$ cat src/rtl/pwm_pkg.sv
// Shared types and limits for the multi-channel PWM generator.
package pwm_pkg;

    localparam int MAX_CH = 32;

    typedef enum logic [1:0] {
        IDLE  = 2'd0,
        RUN   = 2'd1,
        DRAIN = 2'd2
    } pwm_state_e;

    typedef enum logic {
        UP   = 1'b0,
        DOWN = 1'b1
    } pwm_dir_e;

endpackage

$ cat src/rtl/pwm_compare.sv
// One PWM channel: double-buffered duty register, compare against the shared
// counter, registered raw level and live polarity inversion.
module pwm_compare #(
    parameter int CNT_W = 32
) (
    input  logic             clk,
    input  logic             resetn,
    input  logic             load_i,
    input  logic             run_i,
    input  logic [CNT_W-1:0] duty_i,
    input  logic [CNT_W-1:0] cnt_i,
    input  logic             polarity_i,
    output logic             out_o
);

    logic [CNT_W-1:0] duty_q;
    logic [CNT_W-1:0] duty_d;
    logic             raw_q;
    logic             raw_d;

    // The compare uses the duty of the period that is ending, so a load on the
    // boundary edge only affects the first output cycle of the next period.
    always_comb begin
        duty_d = duty_q;
        if (load_i) begin
            duty_d = duty_i;
        end
        raw_d = run_i && (cnt_i < duty_q);
    end

    always_ff @(posedge clk or negedge resetn) begin
        if (!resetn) begin
            duty_q <= '0;
            raw_q  <= 1'b0;
        end else begin
            duty_q <= duty_d;
            raw_q  <= raw_d;
        end
    end

    assign out_o = raw_q ^ polarity_i;

endmodule

$ cat src/rtl/pwm_multi.sv
// Multi-channel PWM: shared period counter, run/drain FSM, shadowed period.
// Optional center-aligned counting is enabled by defining PWM_CENTER_ALIGNED_EN.
module pwm_multi
    import pwm_pkg::*;
#(
    parameter int NUM_CH = 4,
    parameter int CNT_W  = 32
) (
    input  logic                    clk,
    input  logic                    resetn,
    input  logic                    enable,
    input  logic [CNT_W-1:0]        period,
    input  logic [NUM_CH*CNT_W-1:0] duty,
    input  logic [NUM_CH-1:0]       polarity,
`ifdef PWM_CENTER_ALIGNED_EN
    input  logic                    center,
`endif
    output logic [NUM_CH-1:0]       out,
    output logic                    period_tick,
    output logic                    busy
);

    localparam logic [CNT_W-1:0] ONE = CNT_W'(1);

    if (NUM_CH < 1 || NUM_CH > MAX_CH || CNT_W < 2 || CNT_W > 32) begin : g_bad_param
        $error("pwm_multi: NUM_CH or CNT_W out of range");
    end

    pwm_state_e       state_q;
    pwm_state_e       state_d;
    logic [CNT_W-1:0] cnt_q;
    logic [CNT_W-1:0] cnt_d;
    logic [CNT_W-1:0] period_q;
    logic [CNT_W-1:0] period_d;
    logic [CNT_W-1:0] period_last;
    logic             short_per;
    logic             at_last;
    logic             running;
    logic             load;

`ifdef PWM_CENTER_ALIGNED_EN
    logic             center_q;
    logic             center_d;
    pwm_dir_e         dir_q;
    pwm_dir_e         dir_d;
`endif

    assign running     = (state_q != IDLE);
    assign short_per   = (period_q <= ONE);
    assign period_last = period_q - ONE;

    // Period 0 or 1 holds the counter at 0, so every running cycle is a boundary.
`ifdef PWM_CENTER_ALIGNED_EN
    assign at_last = short_per ||
                     (center_q ? (dir_q == DOWN && cnt_q == '0) : (cnt_q == period_last));
`else
    assign at_last = short_per || (cnt_q == period_last);
`endif

    assign period_tick = running && at_last;
    assign busy        = running;

    always_comb begin
        state_d  = state_q;
        cnt_d    = cnt_q;
        period_d = period_q;
        load     = 1'b0;
`ifdef PWM_CENTER_ALIGNED_EN
        center_d = center_q;
        dir_d    = dir_q;
`endif

        case (state_q)
            IDLE: begin
                if (enable) begin
                    state_d = RUN;
                end
            end
            RUN: begin
                if (!enable) begin
                    state_d = DRAIN;
                end
            end
            DRAIN: begin
                if (enable) begin
                    state_d = RUN;
                end else if (at_last) begin
                    state_d = IDLE;
                end
            end
            default: begin
                state_d = IDLE;
            end
        endcase

        if (running) begin
            if (at_last) begin
                // A drain that ends here does not sample the inputs.
                cnt_d = '0;
                load  = (state_d != IDLE);
`ifdef PWM_CENTER_ALIGNED_EN
                dir_d = UP;
`endif
            end else begin
`ifdef PWM_CENTER_ALIGNED_EN
                if (center_q && dir_q == UP && cnt_q == period_last) begin
                    dir_d = DOWN;
                end else if (center_q && dir_q == DOWN) begin
                    cnt_d = cnt_q - ONE;
                end else begin
                    cnt_d = cnt_q + ONE;
                end
`else
                cnt_d = cnt_q + ONE;
`endif
            end
        end else if (state_d == RUN) begin
            cnt_d = '0;
            load  = 1'b1;
`ifdef PWM_CENTER_ALIGNED_EN
            dir_d = UP;
`endif
        end

        if (load) begin
            period_d = period;
`ifdef PWM_CENTER_ALIGNED_EN
            center_d = center;
`endif
        end
    end

    always_ff @(posedge clk or negedge resetn) begin
        if (!resetn) begin
            state_q  <= IDLE;
            cnt_q    <= '0;
            period_q <= '0;
        end else begin
            state_q  <= state_d;
            cnt_q    <= cnt_d;
            period_q <= period_d;
        end
    end

`ifdef PWM_CENTER_ALIGNED_EN
    always_ff @(posedge clk or negedge resetn) begin
        if (!resetn) begin
            center_q <= 1'b0;
            dir_q    <= UP;
        end else begin
            center_q <= center_d;
            dir_q    <= dir_d;
        end
    end
`endif

    genvar gi;
    generate
        for (gi = 0; gi < NUM_CH; gi++) begin : g_ch
            pwm_compare #(
                .CNT_W(CNT_W)
            ) u_cmp (
                .clk        (clk),
                .resetn     (resetn),
                .load_i     (load),
                .run_i      (running),
                .duty_i     (duty[gi*CNT_W +: CNT_W]),
                .cnt_i      (cnt_q),
                .polarity_i (polarity[gi]),
                .out_o      (out[gi])
            );
        end
    endgenerate

endmodule
$ cat config.mk
export PLATFORM = sky130hd
export DESIGN_NAME = pwm_multi
export DESIGN_NICKNAME = d
export VERILOG_FILES = /design/src/rtl/pwm_pkg.sv /design/src/rtl/pwm_compare.sv /design/src/rtl/pwm_multi.sv
export SDC_FILE = /design/constraint.sdc
export NUM_CORES = 1
export LEC_CHECK = 0
export BUFFER_PORTS_ARGS = -buffer_cell sky130_fd_sc_hd__buf_2
export CAP_MARGIN = 15
export CELL_PAD_IN_SITES_DETAIL_PLACEMENT = 1
export CELL_PAD_IN_SITES_GLOBAL_PLACEMENT = 1
export CORE_ASPECT_RATIO = 0.5
export CORE_MARGIN = 4
export CORE_UTILIZATION = 40
export DETAILED_ROUTE_END_ITERATION = 16
export PLACE_DENSITY_LB_ADDON = 0.3
export SLEW_MARGIN = 15
export SYNTH_ARGS = -nofsm -noshare
export SYNTH_HDL_FRONTEND = slang
export SYNTH_SLANG_ARGS = --single-unit
$ cat constraint.sdc
create_clock -name clk -period 5.15 [get_ports clk]
set_clock_uncertainty 0.15 [all_clocks]
set_input_delay 1.03 -clock clk [delete_from_list [all_inputs] [get_ports clk]]
set_output_delay 1.03 -clock clk [all_outputs]
set_load 0.005 [all_outputs]
==> impl.org <==
** Placement
- Sum of net half-perimeters after detailed placement :: 28.03 mm
- After detailed placement, the total cell area comes to 0.01383 mm².
- Quantity of I/O buffers inserted on ports :: approximately 170
- GPL Wtd Cong :: 0.8637

** Setup path
- Highest-delay cell along the critical path :: sky130_fd_sc_hd__or4b_4
- STA classifies the critical path startpoint as a flop.
- The most numerous cell type found on the critical path is sky130_fd_sc_hd__nor2_1.
- Walking the worst path, the cells encountered are inv_1, ha_1, or3b_2, or4_4, nor4_4, xnor2_1, nand3_1, or4b_4, nor2_1, nor2_1, nor2_2, buf_2.
- Buf/Inv on CP :: 2
- The critical path in this run is classified as flop to primary output.
- Cell class contributing the biggest share of worst-path delay :: simple AND/OR/NAND/NOR gates
- Highest fanout seen on the critical path :: 6
- Endpoint class of the critical path :: primary output
- At the worst endpoint, the arrival time is 3.76 ns.
- Required time of the critical path :: 3.97 ns
- On the worst path, the slowest cell contributes a delay of 0.55 ns.

** Pwr
- IR analysis of the VDD net gives a maximum drop of 0.2290 mV.
- Leakage dissipation :: around 0.0075 µW
- Summing internal, switching and leakage power gives 4697 µW.
- Power density relative to cell area :: roughly 330 mW/mm²

** Cells and area
- Share of cells above drive strength 1 :: 0.1923
- The finished cells cover ~0.014 mm².
- Layout-stage area growth over the synthesis result :: 15.03%
- Nets :: 1,668

** Die
- Floorplan die height :: 133.1 µm
- Boundary Pins :: 173
- The floorplan step defined a die boundary enclosing 0.03436 mm².
- For this configuration, the core starts out at a cell density of 0.4094.
- Site row count :: 45
- The total area inside the core boundary comes to 0.03057 mm².
- Die X-Extent :: 258.2 µm

** Global routing
- The first global-routing pass estimated 58.39 mm of wire.
- GRT Overall Usage :: 0.2154
- The number of global-route vias before repair came to 10.61k.
- The number of antenna violations at the first check in global routing came to 1.
- Residual overflow from global routing :: 0
- Largest net degree at the start of global routing :: 112

** Timing
- For the pin with the worst max-slew slack, the measured transition is 1.187 ns.
- Setup violations remaining at the end of the flow were counted as 0.
- Min cycle time layout :: 4.944 ns
- The final count of pins violating max slew was 0.
- Hold Vio Cnt, Final :: 0
- Based on the critical path, the design can be clocked at up to 202.3 MHz.
- Unrepaired setup endpoints after global routing :: no
- Slew HR :: 0.2075
- Final period utilization :: 0.9600
- After routing, the total negative slack on setup checks comes to 0 ns.

** Run status
- The flow ran to the end, and the final reports show no timing, DRC or antenna violations.

** Yosys
- Seq/Total Area, Yosys :: 0.3958
- Counting instances in the post-synthesis netlist gives the leading cell types as sky130_fd_sc_hd__dfrtp_1, sky130_fd_sc_hd__mux2_1, sky130_fd_sc_hd__inv_1.
- In the post-synthesis netlist, the cell with the most instances is sky130_fd_sc_hd__dfrtp_1.
- Post-Synthesis Cells :: about 1.2k
- Of all cell types, the one taking the most synthesized area is sky130_fd_sc_hd__dfrtp_1.
- Of the post-synthesis cell area, the dominant cell type holds 0.3958.
- Synthesis inferred 198 register bits.
- Largest cells by area after synthesis :: sky130_fd_sc_hd__dfrtp_1, sky130_fd_sc_hd__ha_1, sky130_fd_sc_hd__mux2_1, sky130_fd_sc_hd__inv_1, sky130_fd_sc_hd__a21o_1
- Ys flop type :: sky130_fd_sc_hd__dfrtp_1
- The synthesized netlist contains 66 unique library cells.
- After synthesis, the mean cell area works out to 10.39 µm².
- Of all flip-flops after synthesis, the portion carrying an async set or reset was 1.000.
- Number of enable-type register cells in the synthesized netlist :: 0
- Cell area after synthesis :: roughly 0.013 mm²
- The Yosys step of the flow raised 0 warnings.
- Net count of the mapped netlist :: 1,499

** Route
- DRC :: 0
- Dividing the detail-routed wire length by the instance count gives 20.13 µm.
- Via density per instance :: ~5.4
- Before antenna repair, the detailed router went through 4 iterations.
- Vias :: 9,801
- Total detailed-routing wirelength :: ~36 mm
- First DRT Iteration DRCs :: 493
- The detail route stage leaves a number of antenna-violating nets equal to 0.

** Worst hold path
- Hold Crit Class :: flop to flop

** CTS
- Inserted Clock Buffers :: 17
- The clock net in this run drives a total of 198 sinks.
- Buffers inserted to repair hold after CTS numbered 0.
- Root cell of the clock tree :: sky130_fd_sc_hd__clkbuf_16
- The H-tree was split into 4 levels.
- Clock buffer depth :: 2
- Clock-pin slew was measured on the worst setup and hold paths at 0.07 ns.
- TritonCTS clock tree :: built
- Clock insertion delay at the later pin of the skew report :: 0.45 ns

** Run
- Max Cap Viol :: 0
[state kept, by name, indices dropped and copies added (netlist names)]
signal             cells
cnt_q                 32
g_ch.u_cmp.duty_q    128
g_ch.u_cmp.raw_q       4
period_q              32
state_q                2
[repair_timing]
item	in CTS	in global routing
gates resized for setup	4	7
setup endpoints to repair	1	1
setup buffers	0	0
pin swaps	0	1
[layer usage]
metal / wire (µm) / GRT usage / vias to the layer above
li1: - / - / 4617
met1: 16810 / 0.2886 / 5011
met2: 17930 / 0.3758 / 153
met3: 1298 / 0.02677 / 20
met4: 339 / 0.04755 / 0
met5: 0 / 0 / -
[kinds of logic after synthesis]
kind of cell,after synthesis,synth area share
AND/OR/NAND/NOR,287,0.1224
AO/OA/AOI/OAI,206,0.1113
flip-flops,198,0.3958
buffers and inverters,182,0.06777
multiplexers,157,0.1411
adder cells (fa/ha/maj),127,0.1269
XOR/XNOR,48,0.03469
[stage by stage]
step / instances / hold slack, ns / setup slack [ns] / utilization
after floorplan: 1205 / 0.3081 / 1.033 / -
after global placement: 1778 / 0.3197 / 0.4362 / 0.4525
after detailed placement: 1778 / 0.3258 / 0.4125 / 0.4525
after CTS: 1806 / 0.3431 / 0.03033 / 0.4698
after global routing: 1807 / 0.3541 / 0.004732 / 0.4710
final: 1807 / 0.3365 / 0.2059 / 0.4710
[layout by cell type (no fill, tap or decap), drive strengths merged, types with 3 or more instances in the layout]
cell / count
or4: 13
nand2: 52
o21a: 3
a21o: 61
o21ai: 37
o22ai: 10
nor3b: 4
buf: 198
and2: 3
or3: 13
nand2b: 18
nor4: 15
or2: 8
dfrtp: 198
a2111oi: 5
nand3: 20
a21oi: 43
nor2: 51
nor3: 30
and4: 3
o2111ai: 3
o211ai: 8
ha: 127
nor2b: 12
and3: 6
nand4: 31
clkinv: 5
clkbuf: 21
a211o: 13
o221ai: 3
xnor2: 18
xor2: 29
mux2: 156
inv: 134
[final timing paths]
| path | startpoint | endpoint | slack, ns | cells after the start |
|---|---|---|---|---|
| min in group asynchronous | resetn | g_ch[1].u_cmp.duty_q[24] | 0.58 | 1 |
| min reg2reg | g_ch[0].u_cmp.duty_q[29] | g_ch[0].u_cmp.duty_q[29] | 0.34 | 1 |
| min | g_ch[0].u_cmp.duty_q[29] | g_ch[0].u_cmp.duty_q[29] | 0.34 | 1 |
| max reg2reg | period_q[0] | g_ch[3].u_cmp.duty_q[5] | 0.75 | 12 |
| max in group asynchronous | resetn | g_ch[2].u_cmp.duty_q[6] | 3.19 | 2 |
| max | period_q[0] | period_tick | 0.21 | 12 |
[layout make-up]
class / count / area (µm²)
diodes: 1 / 2.502
clock buffers: 20 / 456.7
clock inverters: 8 / 55.05
fillers: 3482 / 16170
inverters: 133 / 499.2
multi-input cells: 825 / 6779
flip-flops and latches: 198 / 4955
well taps: 423 / 529.3
repair buffers: 199 / 1122
[report_power, final]
group	internal (µW)	leakage (µW)	switching (µW)
Clock	634	0.000251	616
Combinational	623	0.00483	655
Sequential	1880	0.00238	285
Power figures use the tool's default switching activity.
